`config.mk`:
```
export PLATFORM = sky130hd
export DESIGN_NAME = sw_debounce3
export DESIGN_NICKNAME = d
export VERILOG_FILES = /design/src/rtl/sw_debounce_pkg.sv /design/src/rtl/debounce_ch.sv /design/src/rtl/sw_debounce3.sv
export SDC_FILE = /design/constraint.sdc
export NUM_CORES = 1
export LEC_CHECK = 0
export ABC_AREA = 1
export ABC_CLOCK_PERIOD_IN_PS = 1600
export CAP_MARGIN = 20
export CORE_ASPECT_RATIO = 0.8
export CORE_MARGIN = 2
export CORE_UTILIZATION = 40
export CTS_BUF_LIST = sky130_fd_sc_hd__clkbuf_8
export DETAILED_ROUTE_END_ITERATION = 10
export HOLD_SLACK_MARGIN = 0.05
export PLACE_DENSITY = 0.57
export SLEW_MARGIN = 5
export SYNTH_ARGS = -nofsm -noshare
export SYNTH_HDL_FRONTEND = slang
export SYNTH_HIERARCHICAL = 1
export SYNTH_SLANG_ARGS = --single-unit
```
`constraint.sdc`:
```
create_clock -name clk -period 1.6 [get_ports clk]
set_input_delay 0.48 -clock clk [delete_from_list [all_inputs] [get_ports clk]]
set_output_delay 0.48 -clock clk [all_outputs]
set_load 0.02 [all_outputs]
```
`src/rtl/sw_debounce_pkg.sv`:
```
// Shared types and constants for the three-channel slide-switch debouncer.
package sw_debounce_pkg;

  typedef enum logic [0:0] {
    DEB_IDLE  = 1'b0,
    DEB_COUNT = 1'b1
  } deb_state_t;

  // 10 ms at a 100 MHz system clock.
  localparam int DEBOUNCE_CYCLES_DEFAULT = 1_000_000;

  localparam int IDX_A = 2;
  localparam int IDX_B = 1;
  localparam int IDX_C = 0;

endpackage

```
`src/rtl/debounce_ch.sv`:
```
// Single switch channel: two-flop synchronizer, debounce FSM with counter,
// and the registered level and change strobe.
module debounce_ch
  import sw_debounce_pkg::*;
#(
  parameter int DEBOUNCE_CYCLES = DEBOUNCE_CYCLES_DEFAULT,
  parameter int CNT_W           = $clog2(DEBOUNCE_CYCLES)
) (
  input  logic clk,
  input  logic reset,
  input  logic sw_raw,
  output logic level,
  output logic pulse,
  output logic idle
);

  localparam logic [CNT_W-1:0] CNT_ZERO = {CNT_W{1'b0}};
  localparam logic [CNT_W-1:0] CNT_ONE  = CNT_W'(1);
  localparam logic [CNT_W-1:0] CNT_LAST = CNT_W'(DEBOUNCE_CYCLES - 1);

  logic             s1_r;
  logic             s2_r;
  deb_state_t       state_r;
  logic [CNT_W-1:0] cnt_r;
  logic             level_r;
  logic             pulse_r;

  // Bring the asynchronous switch pin into the clk domain.
  always_ff @(posedge clk) begin
    if (reset) begin
      s1_r <= 1'b0;
      s2_r <= 1'b0;
    end else begin
      s1_r <= sw_raw;
      s2_r <= s1_r;
    end
  end

  // Accept a new level only after it has differed for DEBOUNCE_CYCLES edges.
  always_ff @(posedge clk) begin
    if (reset) begin
      state_r <= DEB_IDLE;
      cnt_r   <= CNT_ZERO;
      level_r <= 1'b0;
      pulse_r <= 1'b0;
    end else begin
      pulse_r <= 1'b0;
      case (state_r)
        DEB_IDLE: begin
          if (s2_r != level_r) begin
            state_r <= DEB_COUNT;
            cnt_r   <= CNT_ONE;
          end else begin
            cnt_r   <= CNT_ZERO;
          end
        end
        DEB_COUNT: begin
          if (s2_r == level_r) begin
            // Bounced back before the threshold: discard the run.
            state_r <= DEB_IDLE;
            cnt_r   <= CNT_ZERO;
          end else if (cnt_r == CNT_LAST) begin
            state_r <= DEB_IDLE;
            cnt_r   <= CNT_ZERO;
            level_r <= s2_r;
            pulse_r <= 1'b1;
          end else begin
            cnt_r   <= cnt_r + CNT_ONE;
          end
        end
        default: begin
          state_r <= DEB_IDLE;
          cnt_r   <= CNT_ZERO;
        end
      endcase
    end
  end

  assign level = level_r;
  assign pulse = pulse_r;
  assign idle  = (state_r == DEB_IDLE);

endmodule

```
`src/rtl/sw_debounce3.sv`:
```
// Debounced A/B/C switch conditioner: three independent channels plus a
// registered flag that is high while no channel is mid-count.
module sw_debounce3
  import sw_debounce_pkg::*;
#(
  parameter int DEBOUNCE_CYCLES = DEBOUNCE_CYCLES_DEFAULT,
  parameter int CNT_W           = $clog2(DEBOUNCE_CYCLES)
) (
  input  logic       clk,
  input  logic       reset,
  input  logic [2:0] sw_in,
  output logic [2:0] abc_out,
  output logic [2:0] change_pulse,
  output logic       stable
);

  logic [2:0] idle_s;
  logic       stable_r;

  for (genvar i = IDX_C; i <= IDX_A; i++) begin : g_ch
    debounce_ch #(
      .DEBOUNCE_CYCLES (DEBOUNCE_CYCLES),
      .CNT_W           (CNT_W)
    ) u_ch (
      .clk    (clk),
      .reset  (reset),
      .sw_raw (sw_in[i]),
      .level  (abc_out[i]),
      .pulse  (change_pulse[i]),
      .idle   (idle_s[i])
    );
  end

  // Register the all-channels-idle condition.
  always_ff @(posedge clk) begin
    if (reset) begin
      stable_r <= 1'b1;
    end else begin
      stable_r <= &idle_s;
    end
  end

  assign stable = stable_r;

endmodule
```
Word-level counts from Yosys, hierarchy flattened --
Index checks and enable logic that the tools add are counted.
Operators by class: add/subtract/negate cells 3, eq/ne operators 9, muxes and demuxes 27, bitwise logic cells 6, reductions and logical operators 7
Operators with widths (number):
- 20-bit 2-to-1 mux | 6
- 20-bit one-hot mux with 2 select lines | 3
- 20-bit by 1-bit adder with 20-bit output (second input constant) | 3
- 20-bit == test (second input constant) | 3
- 1-bit 2-to-1 mux | 15
- 3-bit AND reduction | 4
- 3-bit OR reduction | 3
- 1-bit inverter | 6
- 1-bit one-hot mux with 2 select lines | 3
- 1-bit == test | 3
- 1-bit != test | 3
Storage, ports and cells: flip-flop bits (word level) 76, input bits 5, word-level logic and storage cells 71

Depth between registers and ports, before layout --
Gate-level depths: netlist of the first run.
word-level depth 4, mapped depth 9, depth with buffers taken out 8

Modules after synthesis --
The synthesis of the first run kept the hierarchy.
By module, submodules not included:
- debounce_ch | times used 3, cells each 181, area an instance 1257.5 µm², sequential area each 500.5 µm²
- sw_debounce3 | times used 1, cells each 4, area an instance 32.5 µm², sequential area each 20.0 µm²

Worst setup path after synthesis of the first run --
OpenSTA, ideal clock, no wires.
kind reg-to-reg, from register g_ch[1].u_ch.cnt_r[0], to register g_ch[1].u_ch.cnt_r[11], library setup time 0.115 ns, arrival time 1.208 ns, required time 1.485 ns, slack 0.277 ns, cell stages (with the launch flop) 8, buffers on the path 1, cells stage by stage dfxtp_1 ha_1 nand3_2 nor2_1 nand2_2 nand2_4 buf_6 nor2_1
On the way: cells in the longest elaborated chain, start to end 4, elaborated cells on any way between the ends 5, classes of those cells add/sub (1); eq/ne (1); mux (3)
Ends and longest elaborated chain:
- from (decl) | RTL line debounce_ch.sv:24 | logic [CNT_W-1:0] cnt_r;
- from (signal assigned) | RTL line debounce_ch.sv:68 | cnt_r <= cnt_r + CNT_ONE;
- 20-bit by 1-bit adder with 20-bit output / 20-bit == test (equally long branches) | RTL line debounce_ch.sv:68, debounce_ch.sv:62
- 20-bit 2-to-1 mux (*) | RTL line debounce_ch.sv:62 | end else if (cnt_r == CNT_LAST) begin
- 20-bit 2-to-1 mux (*) | RTL line debounce_ch.sv:58 | if (s2_r == level_r) begin
- 20-bit one-hot mux with 2 select lines (*) | RTL line debounce_ch.sv:48 | case (state_r)
Every way passes the cells marked *; elsewhere a longest branch is shown, timed or not. A chain may end at the register's enable or synchronous reset.

Worst setup path after layout of the first run --
from register g_ch[0].u_ch.pulse_r, to output change_pulse[0]
RTL lines:
- from (decl) | RTL line debounce_ch.sv:26 | logic pulse_r;
- from (signal assigned) | RTL line debounce_ch.sv:45 | pulse_r <= 1'b0;
- from (signal assigned) | RTL line debounce_ch.sv:47 | pulse_r <= 1'b0;
- from (signal assigned) | RTL line debounce_ch.sv:66 | pulse_r <= 1'b1;
- to (decl) | RTL line sw_debounce3.sv:13 | output logic [2:0] change_pulse,
No word-level cell between the ends.

==> flow_summary.json, run 1 <==
{
  "root_buffer": "clkbuf_8",
  "rsz0062_at_grt": "false",
  "ys_seq_area_share_pct": 40.0,
  "core_area_um2": 9150,
  "vdd_drop_max_uv": 417,
  "antenna_left": 0,
  "syn_nets": 555,
  "clkTransAtPathRegs_ns": 0.08,
  "route.detailed.drc": 1,
  "nets": 580,
  "drt_iter0_drc": 138,
  "maxCapViolCount": 0,
  "synth_area_leaders": "dfxtp_1 (40%), nand2_1 (12%), nor2_1 (11%)",
  "die_w_um": 113,
  "cts_hold_buf": 0,
  "crit_path_top_delay_cell": "dlygate4sd2_1",
  "htreeDepth": 3,
  "die_area_um2": 10300,
  "synth_flop_cell": "dfxtp_1",
  "grt_max_degree": 19,
  "placementRows": 31,
  "slew_violations": 0,
  "utilization_pct": 46.2,
  "drt-total-wl_mm": 7.82,
  "syn-instance-count": 547,
  "power_density_nw_per_um2": 778,
  "area_growth_syn_to_layout_pct": 11.2,
  "hpwl_mm": 5.91,
  "holdWs_ns": 0.402,
  "yosysTopAreaCellShare_pct": 40.0,
  "io_buffers": 11,
  "crit_chain": "dlygate4sd2_1",
  "failed_checks": "DRC",
  "arrival_ns": 1.01,
  "syn_area_um2": 3800,
  "final.setup_skew_ns": 0.00733,
  "period_minus_slack_ns": 1.49,
  "fmax_mhz": 672,
  "die_h_um": 91.2,
  "p_leak_nw": 1.50,
  "async_flop_share_pct": 0,
  "slowest_delay_ns": 0.34,
  "wl_per_cell_um": 11.3,
  "ys_warn_count": 6,
  "final_cell_mix": "nand2_1 (118), nor2_1 (111), inv_1 (76), dfxtp_1 (76)",
  "drtPass1Iterations": 7,
  "vias": 3275,
  "power.total_mw": 3.29,
  "path_buf_inv": 1,
  "io_pins": 12,
  "critPathCaptureType": "output port",
  "place_congestion": 0.846,
  "cp_max_fo": 1,
  "floorplan.initialDensity_pct": 41.6,
  "finalSetupViolations": 0,
  "synth_edf_count": 0,
  "insertion_delay_ns": 0.35,
  "grtUsageTotal_pct": 16.3,
  "status": "finished with violations",
  "drive_above_1_share_pct": 9.53,
  "path_delay_family": "buffers and inverters",
  "final_common_cell": "nand2_1",
  "tns_ns": 0,
  "fin_crit_sh_pct": 93.0,
  "antenna_cells": 0,
  "required_ns": 1.12,
  "via_per_inst": 4.73,
  "cts_tree": "done",
  "hold_path.class": "reg -> reg",
  "numCtsBuffers": 9,
  "antenna_found_initial": 0,
  "yosysTopAreaCell": "dfxtp_1",
  "stdcell_area_um2": 4230,
  "grt_pass1_wl_mm": 13.4,
  "cts_buffer_depth": 2,
  "ys_types": 22,
  "dpl_cell_area_um2": 4070,
  "critPathKind": "reg -> out",
  "synth_area_per_cell_um2": 6.96,
  "grt.overflow.total": 0,
  "start_kind": "flip-flop",
  "cts_sinks": 76,
  "tightestPinTransition_ns": 0.284,
  "finalHoldViolCount": 0,
  "relSlewSlack_pct": 81.0,
  "ys_ff_latch": 76,
  "post-cts-setup-buffers": 0,
  "first_global_vias": 2963
}
[worst register-to-register path, delay by kind of cell, from the launching register on]
family,cells,cell delay (ns)
simple gates,5,0.77
flops,1,0.37
fa+ha+maj,1,0.23
[final cells by class]
class | instances | area (µm²)
multi-input cells | 395 | 1980
clock buffers | 12 | 165
fillers | 950 | 4920
repair buffers | 17 | 135
inverters | 73 | 274
flip-flops and latches | 76 | 1520
well taps | 115 | 144
clock inverters | 4 | 16.3
[logic make-up (layout without fill, tap and decap cells)]
logic type | count (synthesis) | count (layout) | synth area share [%]
compound gates | 27 | 27 | 3.75
xor+xnor | 27 | 27 | 6.22
fa+ha+maj | 3 | 3 | 0.987
buf+inv | 76 | 106 | 8.09
flops | 76 | 76 | 40.0
simple gates | 338 | 338 | 41.0
[per-stage QoR]
step,setup slack [ns],cells
2_1_floorplan,0.277,547
3_3_place_gp,-0.136,676
3_5_place_dp,-0.181,676
4_1_cts,0.00160,692
5_1_grt,0.0111,692
6_report,0.112,692
[metal layers]
| layer | track usage (%) | routed length, µm | vias up |
|---|---|---|---|
| met4 | 5.28 | 64 | 0 |
| li1 | - | - | 1771 |
| met1 | 23.2 | 4310 | 1450 |
| met5 | 0 | 0 | - |
| met2 | 23.1 | 3190 | 48 |
| met3 | 5.14 | 257 | 6 |
[where the power goes]
group / internal (mW) / switching (mW) / total [mW]
Combinational: 0.0259 / 0.0276 / 0.0535
Clock: 0.672 / 0.656 / 1.33
Sequential: 1.90 / 0.00700 / 1.91
[path summary, 6_finish.rpt]
| kind | start | end | slack [ns] | cells past startpoint |
|---|---|---|---|---|
| worst max register to register | g_ch[2].u_ch/cnt_r[0]$_SDFF_PP0_ | g_ch[2].u_ch/cnt_r[10]$_SDFF_PP0_ | 0.12 | 6 |
| worst min register to register | g_ch[1].u_ch/s1_r$_SDFF_PP0_ | g_ch[1].u_ch/s2_r$_SDFF_PP0_ | 0.40 | 2 |
| worst max-delay path | g_ch[0].u_ch/pulse$_SDFF_PP0_ | change_pulse[0] | 0.11 | 1 |
| worst min-delay path | g_ch[1].u_ch/s1_r$_SDFF_PP0_ | g_ch[1].u_ch/s2_r$_SDFF_PP0_ | 0.40 | 2 |
[repair_timing]
item / in CTS / in global routing
resized for setup: 8 / 5
endpoints found under the setup margin: 7 / 3
pin swaps: 0 / 0
[state kept, by name (all words and copies together), names as in the netlist]
name               flops
stable                 1
g_ch.u_ch/cnt_r       60
g_ch.u_ch/pulse        3
g_ch.u_ch/s2_r         3
g_ch.u_ch/s1_r         3
g_ch.u_ch/state_r      3
g_ch.u_ch/level        3
[synthesized netlist by cell type, types with 6 or more instances]
cell,count
nor2_1,111
nor2_2,12
dfxtp_1,76
nand3b_1,9
xor2_1,21
nand3_2,6
nand2_1,118
nand3_1,22
nand4_1,24
xnor2_1,6
nor3_1,15
inv_1,73
nand2_2,6
a21oi_1,24
Note: power is estimated with default switching activity, not from simulation.
==> run 2: changes to the inputs <==
--- a/config.mk
+++ b/config.mk
@@ -10,11 +10,11 @@
 export CAP_MARGIN = 20
 export CORE_ASPECT_RATIO = 0.8
 export CORE_MARGIN = 2
-export CORE_UTILIZATION = 40
+export CORE_UTILIZATION = 35
 export CTS_BUF_LIST = sky130_fd_sc_hd__clkbuf_8
 export DETAILED_ROUTE_END_ITERATION = 10
 export HOLD_SLACK_MARGIN = 0.05
-export PLACE_DENSITY = 0.57
+export PLACE_DENSITY = 0.51
 export SLEW_MARGIN = 5
 export SYNTH_ARGS = -nofsm -noshare
 export SYNTH_HDL_FRONTEND = slang
==> run 2 against run 1 <==
Net effect:
- hold slack improved by 0.0071 ns
- fmax shrank 3.0%
- combinational power is 9.3% higher
- cell area rose by 1.8%
- sequential power hardly changed
- clock power increased by 5%
- non-clock buffer count rose by 2
- worst setup slack got worse by 0.046 ns
- final cell count up 4.3%
- the flow now finishes without violations
==> flow_summary.json, run 2 (same netlist as run 1, synthesis figures left out) <==
{
  "cts_sinks": 76,
  "fin_crit_sh_pct": 95.9,
  "slew_violations": 0,
  "power_density_nw_per_um2": 781,
  "die_h_um": 97.3,
  "finalSetupViolations": 0,
  "slowest_delay_ns": 0.36,
  "wl_per_cell_um": 10.8,
  "vdd_drop_max_uv": 387,
  "path_buf_inv": 1,
  "nets": 582,
  "required_ns": 1.12,
  "dpl_cell_area_um2": 4120,
  "core_area_um2": 10700,
  "cp_max_fo": 3,
  "numCtsBuffers": 9,
  "drtPass1Iterations": 5,
  "status": "finished, final reports clean",
  "p_leak_nw": 1.51,
  "insertion_delay_ns": 0.35,
  "post-cts-setup-buffers": 0,
  "grt_max_degree": 19,
  "fmax_mhz": 652,
  "cts_hold_buf": 0,
  "crit_chain": "dlygate4sd2_1",
  "antenna_found_initial": 0,
  "vias": 3254,
  "power.total_mw": 3.36,
  "grt_pass1_wl_mm": 14.0,
  "critPathKind": "reg -> out",
  "tightestPinTransition_ns": 0.266,
  "finalHoldViolCount": 0,
  "start_kind": "flip-flop",
  "maxCapViolCount": 0,
  "drt_iter0_drc": 231,
  "antenna_cells": 0,
  "rsz0062_at_grt": "false",
  "antenna_left": 0,
  "critPathCaptureType": "output port",
  "crit_path_top_delay_cell": "dfxtp_1",
  "die_w_um": 121,
  "period_minus_slack_ns": 1.53,
  "drt-total-wl_mm": 7.83,
  "htreeDepth": 3,
  "route.detailed.drc": 0,
  "clkTransAtPathRegs_ns": 0.07,
  "final_cell_mix": "nand2_1 (118), nor2_1 (109), inv_1 (76), dfxtp_1 (76)",
  "grt.overflow.total": 0,
  "hold_path.class": "reg -> reg",
  "io_pins": 12,
  "final_common_cell": "nand2_1",
  "stdcell_area_um2": 4310,
  "arrival_ns": 1.05,
  "io_buffers": 11,
  "place_congestion": 0.831,
  "drive_above_1_share_pct": 9.86,
  "final.setup_skew_ns": 0.00729,
  "largest_register_ffs": 60,
  "cts_tree": "done",
  "first_global_vias": 3024,
  "placementRows": 34,
  "hpwl_mm": 5.99,
  "area_growth_syn_to_layout_pct": 13.2,
  "path_delay_family": "flip-flops",
  "via_per_inst": 4.51,
  "cts_buffer_depth": 2,
  "regMostFlops": "g_ch.u_ch/cnt_r",
  "root_buffer": "clkbuf_8",
  "floorplan.initialDensity_pct": 35.5,
  "relSlewSlack_pct": 82.2,
  "die_area_um2": 11700,
  "grtUsageTotal_pct": 14.8
}
==> run 2: cell types whose count changed in the layout (fill, tap and decap cells not counted), sizes merged <==
cell	delta
dlygate4sd2	+1
clkbuf	-4
bufinv	+1
buf	+2
clkdlybuf4s15	+1
==> run 2: power breakdown <==
group | internal (mW) | switching (mW) | total [mW]
clock | 0.736 | 0.659 | 1.39
sequential | 1.90 | 0.00705 | 1.91
combinational | 0.0283 | 0.0302 | 0.0585
==> run 2: per-stage QoR <==
stage                     cells  hold WS, ns  utilization (%)  setup slack (ns)  TNS, ns
final                       722        0.409             40.2            0.0659        0
after global routing        722        0.434             40.2          0.000817        0
after CTS                   722        0.416             40.1            0.0118        0
after detailed placement    707        0.403             38.4            -0.222    -7.63
after global placement      707        0.399             38.4            -0.146    -6.94
after floorplan             547        0.388                -             0.277        0
==> run 2: worst paths after layout <==
kind	start	end	slack, ns	cells after the start
hold / removal	g_ch[1].u_ch/s1_r$_SDFF_PP0_	g_ch[1].u_ch/s2_r$_SDFF_PP0_	0.41	2
setup / recovery	g_ch[0].u_ch/level$_SDFFE_PP0P_	abc_out[0]	0.07	1
hold reg to reg	g_ch[1].u_ch/s1_r$_SDFF_PP0_	g_ch[1].u_ch/s2_r$_SDFF_PP0_	0.41	2
setup reg to reg	g_ch[2].u_ch/cnt_r[0]$_SDFF_PP0_	g_ch[2].u_ch/cnt_r[11]$_SDFF_PP0_	0.17	6
==> run 2: layout make-up <==
| cell class | count | area (µm²) |
|---|---|---|
| clock inverters | 5 | 46.3 |
| flip-flops and latches | 76 | 1520 |
| clock buffers | 10 | 138 |
| fillers | 1166 | 6410 |
| repair buffers | 19 | 159 |
| multi-input cells | 395 | 1990 |
| well taps | 144 | 180 |
| inverters | 73 | 274 |
==> run 2: what timing repair did <==
item | in CTS | in global routing
gates resized for setup | 8 | 6
setup endpoints to repair | 7 | 37
pin swaps | 0 | 0
==> run 2: metal layers <==
metal  wire [µm]  up-vias  GRT usage, %
li1            -     1769             -
met1        4330     1433          21.8
met2        3130       40          20.4
met3         248       12          3.93
met4         119        0          5.55
met5           0        -             0
